--- src/rtl/prefetch_unit_pkg.sv ---
// prefetch_unit_pkg -- shared core definitions for the instruction prefetch unit.
//   XLEN              : architectural register / address width
//   RESET_PC_DEFAULT  : default first fetch address after reset
//   redirect_src_e    : encoding of the source that redirects the fetch stream
//   fetch_entry_t     : {pc, instr} pair stored in the fetch queue
//   redirect_source() : resolves simultaneous redirect requests (branch wins)
package prefetch_unit_pkg;

  localparam int unsigned XLEN = 32;
  localparam logic [XLEN-1:0] RESET_PC_DEFAULT = 32'h0000_0000;

  typedef enum logic [1:0] {
    REDIR_NONE   = 2'd0,
    REDIR_BRANCH = 2'd1,
    REDIR_CSR    = 2'd2
  } redirect_src_e;

  typedef struct packed {
    logic [XLEN-1:0] pc;
    logic [XLEN-1:0] instr;
  } fetch_entry_t;

  localparam int unsigned ENTRY_W = 2 * XLEN;

  // Branch/jump redirects come from an older instruction than a trap/mret
  // redirect, so they take precedence when both fire together.
  function automatic redirect_src_e redirect_source(input logic branch, input logic csr);
    redirect_src_e src;
    src = REDIR_NONE;
    if (branch) begin
      src = REDIR_BRANCH;
    end else if (csr) begin
      src = REDIR_CSR;
    end
    return src;
  endfunction

endpackage

--- src/rtl/prefetch_unit_fifo.sv ---
// fetch_fifo -- circular queue of fetched {pc, instr} entries.
//   clk, reset      : clock, synchronous active-high reset
//   flush           : empties the queue in one cycle (redirect)
//   push, push_data : write an entry at the tail
//   pop             : remove the head entry
//   head_data       : current head entry (valid while count != 0)
//   count, empty    : occupancy 0..DEPTH
// DEPTH must be a power of two so the pointers wrap naturally.
module fetch_fifo
  import prefetch_unit_pkg::*;
#(
  parameter int unsigned DEPTH = 4,
  parameter int unsigned WIDTH = ENTRY_W
) (
  input  logic                     clk,
  input  logic                     reset,
  input  logic                     flush,
  input  logic                     push,
  input  logic [WIDTH-1:0]         push_data,
  input  logic                     pop,
  output logic [WIDTH-1:0]         head_data,
  output logic [$clog2(DEPTH):0]   count,
  output logic                     empty
);

  localparam int unsigned PW = $clog2(DEPTH);

  logic [WIDTH-1:0] storage [DEPTH];
  logic [PW-1:0]    rd_ptr;
  logic [PW-1:0]    wr_ptr;
  logic [PW:0]      cnt;
  logic             full;
  logic             do_push;
  logic             do_pop;

  always_comb begin
    empty     = (cnt == '0);
    full      = (cnt == (PW+1)'(DEPTH));
    do_pop    = pop && !empty;
    // A push into a full queue is legal when the head leaves in the same edge.
    do_push   = push && (!full || do_pop);
    head_data = storage[rd_ptr];
    count     = cnt;
  end

  always_ff @(posedge clk) begin
    if (reset || flush) begin
      rd_ptr <= '0;
      wr_ptr <= '0;
      cnt    <= '0;
    end else begin
      if (do_push) begin
        wr_ptr <= wr_ptr + PW'(1);
      end
      if (do_pop) begin
        rd_ptr <= rd_ptr + PW'(1);
      end
      if (do_push && !do_pop) begin
        cnt <= cnt + (PW+1)'(1);
      end else if (do_pop && !do_push) begin
        cnt <= cnt - (PW+1)'(1);
      end
    end
  end

  always_ff @(posedge clk) begin
    if (do_push) begin
      storage[wr_ptr] <= push_data;
    end
  end

endmodule

--- src/rtl/prefetch_unit.sv ---
// prefetch_unit -- instruction prefetcher feeding the decode stage.
//   clk, reset                     : clock, synchronous active-high reset
//   redirect_valid / redirect_pc   : branch/jump redirect (highest priority)
//   csr_update_pc / csr_pc_update  : trap/mret redirect
//   cpu_halt                       : stop issuing new fetches
//   mem_req_valid/ready/addr       : fetch request, word address (pc >> 2)
//   mem_resp_valid / mem_resp_data : in-order responses, one per accepted request
//   out_valid / out_ready          : decode handshake
//   out_instr / out_pc / out_pc_4  : instruction, its address, address + 4
//   pc_trap                        : head entry pc is not word aligned
// Build option: define PREFETCH_BYPASS_EN to forward a response straight to
// out_* when the queue is empty and nothing is being discarded.
module prefetch_unit
  import prefetch_unit_pkg::*;
#(
  parameter int unsigned     DEPTH    = 4,
  parameter logic [XLEN-1:0] RESET_PC = RESET_PC_DEFAULT
) (
  input  logic            clk,
  input  logic            reset,
  input  logic            redirect_valid,
  input  logic [XLEN-1:0] redirect_pc,
  input  logic            csr_update_pc,
  input  logic [XLEN-1:0] csr_pc_update,
  input  logic            cpu_halt,
  output logic            mem_req_valid,
  input  logic            mem_req_ready,
  output logic [XLEN-1:0] mem_req_addr,
  input  logic            mem_resp_valid,
  input  logic [XLEN-1:0] mem_resp_data,
  output logic            out_valid,
  input  logic            out_ready,
  output logic [XLEN-1:0] out_instr,
  output logic [XLEN-1:0] out_pc,
  output logic [XLEN-1:0] out_pc_4,
  output logic            pc_trap
);

  localparam int unsigned PW = $clog2(DEPTH);
  localparam int unsigned CW = PW + 2;

  logic [XLEN-1:0] fetch_pc;
  // inflight counts outstanding requests whose data will be kept; discard
  // counts outstanding requests abandoned by a redirect or reset.
  logic [CW-1:0]   inflight;
  logic [CW-1:0]   discard;
  logic [CW-1:0]   outstanding;
  logic [CW-1:0]   occupancy;
  logic [CW-1:0]   resp_dec;

  redirect_src_e   redir_src;
  logic            redirect;
  logic [XLEN-1:0] redirect_target;

  logic            req_fire;
  logic            resp_live;
  logic            resp_drop;
  logic            bypass_hit;
  logic            fifo_push;
  logic            fifo_pop;
  logic            fifo_empty;
  logic [PW:0]     fifo_count;
  fetch_entry_t    resp_entry;
  fetch_entry_t    head_entry;
  fetch_entry_t    out_entry;

  always_comb begin
    redir_src = redirect_source(redirect_valid, csr_update_pc);
    redirect  = (redir_src != REDIR_NONE);
    case (redir_src)
      REDIR_BRANCH: redirect_target = redirect_pc;
      REDIR_CSR:    redirect_target = csr_pc_update;
      default:      redirect_target = fetch_pc;
    endcase
  end

  always_comb begin
    outstanding = inflight + discard;
    occupancy   = CW'(fifo_count) + outstanding;

    // Every outstanding request reserves a queue slot, discarded ones
    // included, so a kept response always finds room.
    mem_req_valid = !reset && !cpu_halt && !redirect && (occupancy < CW'(DEPTH));
    mem_req_addr  = {2'b00, fetch_pc[XLEN-1:2]};
    req_fire      = mem_req_valid && mem_req_ready;

    resp_live = mem_resp_valid && (discard == '0) && (inflight != '0);
    resp_drop = mem_resp_valid && (discard != '0);
    resp_dec  = CW'(mem_resp_valid && (outstanding != '0));

    // Kept requests are contiguous from the last redirect, so the oldest
    // one sits inflight words behind the fetch pc.
    resp_entry.pc    = fetch_pc - (XLEN'(inflight) << 2);
    resp_entry.instr = mem_resp_data;
  end

  always_comb begin
`ifdef PREFETCH_BYPASS_EN
    bypass_hit = fifo_empty && resp_live;
`else
    bypass_hit = 1'b0;
`endif
    out_entry = bypass_hit ? resp_entry : head_entry;
    out_valid = !fifo_empty || bypass_hit;
    out_instr = out_entry.instr;
    out_pc    = out_entry.pc;
    out_pc_4  = out_entry.pc + 32'd4;
    pc_trap   = (out_entry.pc[1:0] != 2'b00);

    fifo_pop  = out_ready && !fifo_empty && !redirect;
    fifo_push = resp_live && !redirect && !(bypass_hit && out_ready);
  end

  fetch_fifo #(
    .DEPTH (DEPTH),
    .WIDTH (ENTRY_W)
  ) u_fifo (
    .clk       (clk),
    .reset     (reset),
    .flush     (redirect),
    .push      (fifo_push),
    .push_data (resp_entry),
    .pop       (fifo_pop),
    .head_data (head_entry),
    .count     (fifo_count),
    .empty     (fifo_empty)
  );

  // Reset and redirect both turn every still-outstanding request into a
  // discard; a response arriving in that same cycle retires one of them.
  always_ff @(posedge clk) begin
    if (reset) begin
      fetch_pc <= RESET_PC;
      inflight <= '0;
      discard  <= outstanding - resp_dec;
    end else if (redirect) begin
      fetch_pc <= redirect_target;
      inflight <= '0;
      discard  <= outstanding - resp_dec;
    end else begin
      if (req_fire) begin
        fetch_pc <= fetch_pc + 32'd4;
      end
      inflight <= inflight + CW'(req_fire) - CW'(resp_live);
      discard  <= discard - CW'(resp_drop);
    end
  end

endmodule
--- config.mk ---
export PLATFORM = sky130hd
export DESIGN_NAME = prefetch_unit
export DESIGN_NICKNAME = d
export VERILOG_FILES = /design/src/rtl/prefetch_unit_pkg.sv /design/src/rtl/prefetch_unit_fifo.sv /design/src/rtl/prefetch_unit.sv
export SDC_FILE = /design/constraint.sdc
export NUM_CORES = 1
export LEC_CHECK = 0
export ABC_AREA = 1
export BUFFER_PORTS_ARGS = -buffer_cell sky130_fd_sc_hd__buf_4
export CAP_MARGIN = 20
export CORE_MARGIN = 10
export CORE_UTILIZATION = 62
export CTS_CLUSTER_SIZE = 14
export DETAILED_ROUTE_END_ITERATION = 7
export GPL_TIMING_DRIVEN = 0
export PLACE_DENSITY = 0.91
export SLEW_MARGIN = 30
export SYNTH_ARGS = -nofsm -noshare
export SYNTH_HDL_FRONTEND = slang
export SYNTH_SLANG_ARGS = --single-unit
--- constraint.sdc ---
create_clock -name clk -period 8.85 [get_ports clk]
set_input_delay 1.77 -clock clk [delete_from_list [all_inputs] [get_ports clk]]
set_output_delay 1.77 -clock clk [all_outputs]
set_load 0.02 [all_outputs]
Yosys cells after proc, flatten, opt, wreduce, memory -nomap -nowiden
Memory sizes are Yosys's and may differ from the RTL's. A register that Yosys moved wholly into a read port is not among the register bits.
Index checks and enable logic that the tools add are counted.
{"block": "op_classes", "add_sub_neg": 13, "mul": 0, "div_mod_pow": 0, "order_cmp": 1, "eq_ne": 4, "n_shift": 0, "mux": 13, "bitwise_logic": 0, "reduce_logical": 35}
{"op": "$add 32x3->32 const B", "count": 2}
{"op": "$mux 32", "count": 2}
{"op": "$pmux 32 s2", "count": 1}
{"op": "$sub 32x6->32", "count": 1}
{"op": "$logic_and 1x1->1", "count": 15}
{"op": "$reduce_bool 4->1", "count": 3}
{"op": "$sub 4x1->4", "count": 3}
{"op": "$mux 2", "count": 4}
{"op": "$mux 4", "count": 2}
{"op": "$reduce_bool 2->1", "count": 4}
{"op": "$logic_not 1->1", "count": 7}
{"op": "$mux 3", "count": 2}
{"op": "$add 2x1->2 const B", "count": 2}
{"op": "$add 3x4->4", "count": 1}
{"op": "$add 4x1->4", "count": 1}
{"op": "$add 4x4->4", "count": 1}
{"op": "$logic_not 4->1", "count": 1}
{"op": "$lt 4x3->1 const B", "count": 1}
{"op": "$add 3x1->3 const B", "count": 1}
{"op": "$eq 3x3->1 const B", "count": 1}
{"op": "$logic_not 3->1", "count": 1}
{"op": "$ne 3x1->1 const B", "count": 1}
{"op": "$sub 3x1->3 const B", "count": 1}
{"op": "$eq 2x1->1 const B", "count": 1}
{"op": "5 further kinds", "count": 7}
{"block": "totals", "reg_bits": 47, "latchBits": 0, "mem_bits_rw": 256, "mem_bits_ro": 0, "elab_cells": 73, "n_memories": 1}
{"name": "u_fifo.storage", "words": 4, "width": 64, "read_ports": 1, "rd_ports_with_merged_regs": 1, "wr": 1, "line_no": "prefetch_unit_fifo.sv:28", "source": "logic [WIDTH-1:0] storage [DEPTH];"}

Logic depth before layout (Yosys ltp)
Gate-level depths: netlist of the first run.
{"block": "logic_depth", "ltp_word": 12, "mapped_depth": 22}

Hierarchy
Synthesis of the first run repeated with hierarchy kept, for this count alone.
{"block": "hier_totals", "hier_cells": 1602, "area_unflattened_um2": 15204.6}
{"mod": "fetch_fifo", "n_inst": 1, "cells_per_inst": 691, "area_each_um2": 9990.8}
{"mod": "prefetch_unit", "n_inst": 1, "cells_per_inst": 911, "area_each_um2": 5213.8}

Least setup slack after synthesis of the first run
No wires, ideal clock.
{"block": "synth_path", "path_type": "in2reg", "startpoint": "input redirect_valid", "endpoint": "memory u_fifo.storage[0][0] in the netlist's numbering (enable)", "setup_ns": 0.487, "arrival_ns": 5.199, "required_time_ns": 8.363, "setup_slack_ns": 3.164, "stages": 6, "cell_sequence": "buf_2 nor2_4 nand3_1 a31oi_1 nand2_1 nor2_1"}
{"block": "synth_via", "elab_chain_len": 9, "word_cells_on_any_way": 10, "cone_classes": "mux: 3; reduce/logical: 7"}
{"item": "start: declaration", "line_no": "prefetch_unit.sv:21", "source": "input logic redirect_valid,"}
{"item": "$mux 2 (*)", "line_no": "prefetch_unit_pkg.sv:30", "source": "if (branch) begin"}
{"item": "$reduce_bool 2->1 (*)", "line_no": "prefetch_unit.sv:69", "source": "redirect = (redir_src != REDIR_NONE);"}
{"item": "$logic_not 1->1 (*)", "line_no": "prefetch_unit.sv:110, prefetch_unit.sv:111"}
{"item": "$logic_and 1x1->1", "line_no": "prefetch_unit.sv:110", "source": "fifo_pop = out_ready && !fifo_empty && !redirect;"}
{"item": "$logic_and 1x1->1", "line_no": "prefetch_unit_fifo.sv:39", "source": "do_pop = pop && !empty;"}
{"item": "$logic_or 1x1->1", "line_no": "prefetch_unit_fifo.sv:41", "source": "do_push = push && (!full || do_pop);"}
{"item": "$logic_and 1x1->1 (*)", "line_no": "prefetch_unit_fifo.sv:41"}
{"item": "$mux 1 (*)", "line_no": "prefetch_unit_fifo.sv:67", "source": "if (do_push) begin"}
{"item": "$mux 1 (not written as such) (*)", "line_no": "prefetch_unit_fifo.sv:68", "source": "storage[wr_ptr] <= push_data;"}
{"item": "end: declaration", "line_no": "prefetch_unit_fifo.sv:28"}
Every way passes the cells marked *; elsewhere a longest branch is shown, timed or not.

==> results.yml, run 1 <==
yosys:
  synth-simple-area-share: 0.2426
  synth.most_common_cell: "nand2_1"
  synth_edf_count: 256
  synth_top_family_by_area: "simple AND/OR/NAND/NOR gates"
  async_reset_ff_frac: 0
  synth_common_cells: "nand2_1 (435), edfxtp_1 (256), nor2_1 (246)"
  syn_inst: 1725
  synthMuxAreaShare: 0.001285
  syn_avg_cell_area_um2: 9.033
  synth_top_area_cell: "edfxtp_1"
  synth.area.top_cells: "edfxtp_1 (49%), nand2_1 (10%), dfxtp_1 (6.3%)"
  ys_ff_latch: 305
  ys_seq_area_frac: 0.5563
  yosys_most_used_dff: "edfxtp_1"
  synthAdderAreaFrac: 0.02521
  syn_area_um2: 15580
  synth-compound-area-share: 0.06914
  synth-xor-area-share: 0.03035
  yosysWarnings: 0
  synth_top_area_share: 0.4934
  synth.distinct_cells: 43
clocking:
  cts_tree: "yes"
  cts_root_buf: "clkbuf_16"
  cts_buffer_depth: 3
  insertion_delay_ns: 0.60
  cts_buffers: 30
  post_cts_buffers: 0
  clk_pin_slew_ns: 0.06
  cts_htree_levels: 1
  hold_buffers: 0
  cts.sinks: 305
  cts-resized-gates: 0
detailed_routing:
  wl_met1_mm: 18.05
  drc: 0
  totalWireLength_mm: 48.37
  drtIter0Drc: 2188
  via_per_inst: 5.866
  ant_nets: 0
  wl_met3_mm: 5.302
  drtPass1Iterations: 7
  vias: 13790
  drt-wirelength-per-cell_um: 20.58
  top_layer: "met4"
  wl_met2_mm: 23.59
sta:
  tns_ns: 0
  slew_viol_final: 0
  finalWorstPathRequiredPeriod_ns: 5.101
  slew-limit-headroom: 0.5172
  rsz0062_at_grt: "no"
  setup_violations: 0
  period_share: 0.5764
  fin_worst_skew_ns: 0.05328
  max_freq_mhz: 196.0
  worst_pin_slew_ns: 0.7242
  final_hold_viol_count: 0
hold_path:
  holdPathStages: 2
  holdCritPathClass: "reg2reg"
power:
  cellLeakagePower_nw: 7.888
  powerDensity_nw_per_um2: 172.4
  peakVddDrop_mv: 0.1685
flow_run:
  drv_cap: 0
setup_path:
  cp_slowest_cell: "dfxtp_1"
  ff2ff_path_depth: 21
  cp_max_fo: 10
  max_stage_delay_ns: 0.42
  cp_common_cell: "buf_4"
  cp.required_ns: 7.08
  setup.worst_path.start_class: "register"
  critPathKind: "reg2out"
  crit_path_end_kind: "output port"
  arrival_ns: 3.33
  crit_chain: "buf_4, buf_2, o211ai_1, nand2_2, ha_1, inv_1, nor2_4, inv_2, nor3_2, nand2_1, xor2_1, buf_4"
outcome:
  run_status: "complete, no violations"
die:
  io_pins: 235
  core_um2: 24530
  die_w_um: 178.5
  start_util: 0.6351
  die_h_um: 178.5
  dieArea_um2: 31870
  std_cell_rows: 57
global_route:
  grt_pass1_wl_mm: 74.40
  grt_usage: 0.2967
  grt_antenna_before_repair: 0
  grt_pass1_vias: 13520
  grt_max_degree: 22
  gr-total-overflow: 0
place:
  dp_hpwl_mm: 34.42
  io_buffers: 231
  dp_cells: 2294
  gp_congestion: 0.9528
cells_and_area:
  nNetsFinal: 2135
  drive_gt1_frac: 0.1910
  final_cells: 2350
  diodes: 0
  areaGrowthSynthToFinish_pct: 22.67
-- worst paths after layout --
path | start | slack (ns) | endpoint
max | register | 3.75 | out_pc_4[18]
min | u_fifo.rd_ptr[1] | 0.50 | u_fifo.rd_ptr[1]
max reg2reg | inflight[1] | 4.55 | inflight[2]
min reg2reg | u_fifo.rd_ptr[1] | 0.50 | u_fifo.rd_ptr[1]
-- cells in the final DEF (no fill, tap or decap), types with 13 or more instances in the layout --
master     synthesis  routed
a21oi_1           33      33
a22o_1            20      20
buf_2             14      14
buf_4             39     270
clkbuf_1          40      45
clkbuf_16          0      30
dfxtp_1           49      49
edfxtp_1         256     256
ha_1              25      25
inv_1            141     141
nand2_1          435     435
nand3_1          143     143
nand4_1           14      14
nor2_1           246     242
nor2b_1           13      13
o21ai_0           88      88
o22ai_1           34      34
xor2_1            52      52
-- report_power, final --
part | leakage, nW | switching (W) | internal [W]
combinational | 4.66 | 0.000209 | 0.000140
sequential | 2.72 | 0.0000312 | 0.00159
clock | 0.502 | 0.000565 | 0.000762
total | 7.89 | 0.000805 | 0.00249
-- registers in the layout, summed over array words and instances, names as in the netlist, named ones only --
register	count
u_fifo.storage	256
fetch_pc	32
discard	4
inflight	4
u_fifo.count	3
u_fifo.rd_ptr	2
u_fifo.wr_ptr	2
-- kinds of logic (layout without fill, tap and decap cells) --
kind of cell | after synthesis | count (layout)
XOR/XNOR | 54 | 54
other | 1 | 2
AND/OR/NAND/NOR | 894 | 894
adder cells (fa/ha/maj) | 29 | 29
AO/OA/AOI/OAI | 187 | 187
multiplexers | 2 | 2
buffers and inverters | 253 | 553
flip-flops | 305 | 305
-- cell type report --
cell class                      instances  area (um^2)
Sequential cell                       305         8668
Multi-Input combinational cell       1168         5781
Fill cell                            1528         5420
Timing Repair Buffer                  244         2067
Clock buffer                           37        797.0
Buffer                                107        618.1
Inverter                              146        548.0
Tap cell                              324        405.4
Clock inverter                         19        229.0
-- metrics by stage --
stage          utilization  setup slack, ns  hold slack (ns)  total power [W]  area (um^2)
2_1_floorplan            -            3.164           0.4356         0.001857        15580
3_3_place_gp        0.7225           0.9403           0.4565         0.001972        17720
3_5_place_dp        0.7373            4.446           0.4820         0.001990        18090
4_1_cts             0.7791            3.768           0.4974         0.003282        19110
5_1_grt             0.7791            3.574           0.5380         0.003386        19110
6_report            0.7791            3.749           0.4973         0.003295        19110
-- critical path, delay by kind of cell, from the launching register on --
kind,cells,cell delay [ns]
buffers and inverters,5,0.81
AND/OR/NAND/NOR,4,0.85
flip-flops,1,0.42
XOR/XNOR,1,0.22
AO/OA/AOI/OAI,1,0.15
adder cells (fa/ha/maj),1,0.25
-- layer usage --
layer / GRT usage / up-vias
met3: 0.04736 / 128
li1: - / 6272
met1: 0.3775 / 6379
met2: 0.5091 / 1007
met5: 0 / -
met4: 0.09439 / 0
No activity file was read; power rests on OpenSTA's default activity.
==> run 2, diff against run 1 <==
- ABC_AREA: 1 -> 0
- CORE_UTILIZATION: 62 -> 51
- PLACE_DENSITY: 0.91 -> 0.81
- clock period: 8.85 -> 4.55 ns (I/O delays scaled with it)
==> run 2 against run 1 <==
  * Non-clock buffer count is 34 lower
  * Die area is 8.6% higher
  * Count of clock-buffer cells in the layout stayed put
  * Critical path depth is 3 lower
  * Routed wire length is 26% lower
  * Global-route usage is 9.0 points lower
  * Worst setup slack worse by 3.5 ns
  * Sequential power is 94% higher
  * Clock power is 82% higher
  * Sequential cell count stayed put
  * Core utilization is 14 points lower
==> results.yml, run 2 <==
outcome:
  run_status: "complete, no violations"
yosys:
  synth_top_area_share: 0.5469
  synth_common_cells: "edfxtp_1 (256), mux4_2 (64), nand2_1 (54)"
  synth_edf_count: 256
  synth.distinct_cells: 66
  synth_top_area_cell: "edfxtp_1"
  yosys_most_used_dff: "edfxtp_1"
  yosysWarnings: 0
  synth.area.top_cells: "edfxtp_1 (55%), mux4_2 (10%), dfxtp_1 (7.0%)"
  syn_inst: 980
  ys_seq_area_frac: 0.6167
  async_reset_ff_frac: 0
  synth.most_common_cell: "edfxtp_1"
  syn_avg_cell_area_um2: 14.34
  syn_area_um2: 14060
  ys_ff_latch: 305
sta:
  rsz0062_at_grt: "no"
  worst_pin_slew_ns: 0.7746
  fin_hold_ws_ns: 0.5235
  slew-limit-headroom: 0.4836
  period_share: 0.9448
  final_hold_viol_count: 0
  setup_violations: 0
  max_freq_mhz: 232.6
  slew_viol_final: 0
  finalWorstPathRequiredPeriod_ns: 4.299
  tns_ns: 0
  fin_worst_skew_ns: 0.009760
detailed_routing:
  via_per_inst: 5.847
  totalWireLength_mm: 35.79
  drt-wirelength-per-cell_um: 22.22
  drc: 0
  vias: 9420
  drtIter0Drc: 888
  drtPass1Iterations: 5
  ant_nets: 0
global_route:
  grt_max_degree: 43
  grt_pass1_wl_mm: 55.55
  grt_usage: 0.2062
  grt_antenna_before_repair: 0
  grt_pass1_vias: 9850
  gr-total-overflow: 0
setup_path:
  setup.worst_path.start_class: "register"
  rr_endpoint: "inflight[2]"
  cp_common_cell: "buf_4"
  rrSetupSlack_ns: 0.33
  cp.required_ns: 3.64
  arrival_ns: 3.39
  ff2ff_path_depth: 18
  r2r_start: "inflight[0]"
  critPathKind: "reg2out"
  cp_max_fo: 10
  crit_chain: "buf_2, buf_4, mux4_2, nand4_1, nor4_2, and2_1, nand3_1, xnor2_1, buf_4"
  crit_path_end_kind: "output port"
  max_stage_delay_ns: 0.62
  cp_slowest_cell: "nor4_2"
cells_and_area:
  drive_gt1_frac: 0.3291
  regArea_um2: 8670
  diodes: 0
  multi_input_area_um2: 4801
  final_common_cell: "buf_4"
  fillerInstances: 1955
  nNetsFinal: 1380
  top_regs: "u_fifo.storage: 256 flops, fetch_pc: 32 flops"
  design_area_um2: 17320
  final_cells: 1611
  regMostFlops: "u_fifo.storage"
  final_cell_mix: "buf_4 (265), edfxtp_1 (256), mux4_2 (64)"
  largest_register_ffs: 256
  areaGrowthSynthToFinish_pct: 23.23
place:
  gp_congestion: 0.9218
  io_buffers: 230
  dp_cells: 1556
  dp_hpwl_mm: 25.74
  placed_area_um2: 16330
die:
  start_util: 0.5201
  io_pins: 235
  die_w_um: 186.0
  std_cell_rows: 60
  die_h_um: 186.0
  core_um2: 27030
  dieArea_um2: 34600
power:
  p_seq_frac: 0.513
  peakVddDrop_mv: 0.2953
  p_comb_frac: 0.094
  power_switching_w: 0.001385
  switching_share: 0.2257
  clkPwrFrac: 0.394
  power_w: 0.006139
  cellLeakagePower_nw: 6.204
  p_int_w: 0.004753
  powerDensity_nw_per_um2: 354.4
clocking:
  cts_htree_levels: 1
  insertion_delay_ns: 0.55
  cts.sinks: 305
  cts_buffer_depth: 3
  clk_pin_slew_ns: 0.06
  cts_buffers: 30
  cts_tree: "yes"
  cts_root_buf: "clkbuf_16"
flow_run:
  drv_cap: 0
hold_path:
  holdPathStages: 0
  hold-path-endpoint: "u_fifo.storage[3][33]"
  holdCritPathClass: "reg2reg"
  min_from: "fetch_pc[1]"
[run 2: stage by stage]
step | util | setup WS, ns
4_1_cts | 0.6398 | 0.01756
3_3_place_gp | 0.5999 | -0.6337
3_5_place_dp | 0.6043 | -0.06891
6_report | 0.6409 | 0.2512
5_1_grt | 0.6409 | 0.0002123
2_1_floorplan | - | 0.6395
[run 2: worst max-delay path, delay by kind of cell, from the launching register on]
family                    cells  cell delay [ns]
xor gates and xnor gates      1             0.16
and+or+nand+nor               4             1.37
buffers and inverters         3             0.70
DFF                           1             0.30
muxes                         1             0.30
[run 2: how the worst max path moves through the flow]
stage,end,cells after the start
floorplan,inflight[2],17
global placement,u_fifo.storage[0][23],5
detailed placement,inflight[2],17
CTS,out_pc_4[28],10
global route,out_pc_4[29],9
finish,out_pc_4[31],9
[run 2: area by class of cell]
cell class                      count  area share
Clock buffer                       37     0.04609
Inverter                           40    0.008740
Clock inverter                     18    0.009246
Sequential cell                   305      0.5005
Timing Repair Buffer              234      0.1056
Tap cell                          341     0.02463
Buffer                             83     0.02803
Multi-Input combinational cell    553      0.2772
[run 2: cell families after synthesis]
| logic type | count (synthesis) | share of synthesized area |
|---|---|---|
| and+or+nand+nor | 244 | 0.09195 |
| adders and majority gates | 29 | 0.02795 |
| AOI/OAI and AO/OA | 133 | 0.06347 |
| muxes | 73 | 0.1090 |
| xor gates and xnor gates | 72 | 0.04540 |
| buffers and inverters | 123 | 0.04522 |
| other | 1 | 0.0002668 |
| DFF | 305 | 0.6167 |
[run 2: repair_timing]
| item | CTS | global route |
|---|---|---|
| hold buffers | 0 | 0 |
| endpoints found under the setup margin | 2 | 10 |
| gates cloned | 0 | 0 |
| resized for setup | 1 | 6 |
| buffers inserted | 0 | 0 |
[run 2: metal layers]
metal / vias up / track usage / wire length (um)
met5: - / 0 / 0
met4: 0 / 0.04998 / 658
met3: 64 / 0.04933 / 3277
met2: 481 / 0.3399 / 17310
met1: 4614 / 0.2698 / 14540
li1: 4261 / - / -
[run 2: power by group through the flow]
stage | combinational (W) | sequential, W | clock, W
2_1_floorplan | 0.000360 | 0.00319 | 0
3_3_place_gp | 0.000543 | 0.00321 | 0
3_5_place_dp | 0.000567 | 0.00321 | 0
4_1_cts | 0.000571 | 0.00315 | 0.00246
5_1_grt | 0.000639 | 0.00315 | 0.00257
6_report | 0.000575 | 0.00315 | 0.00242
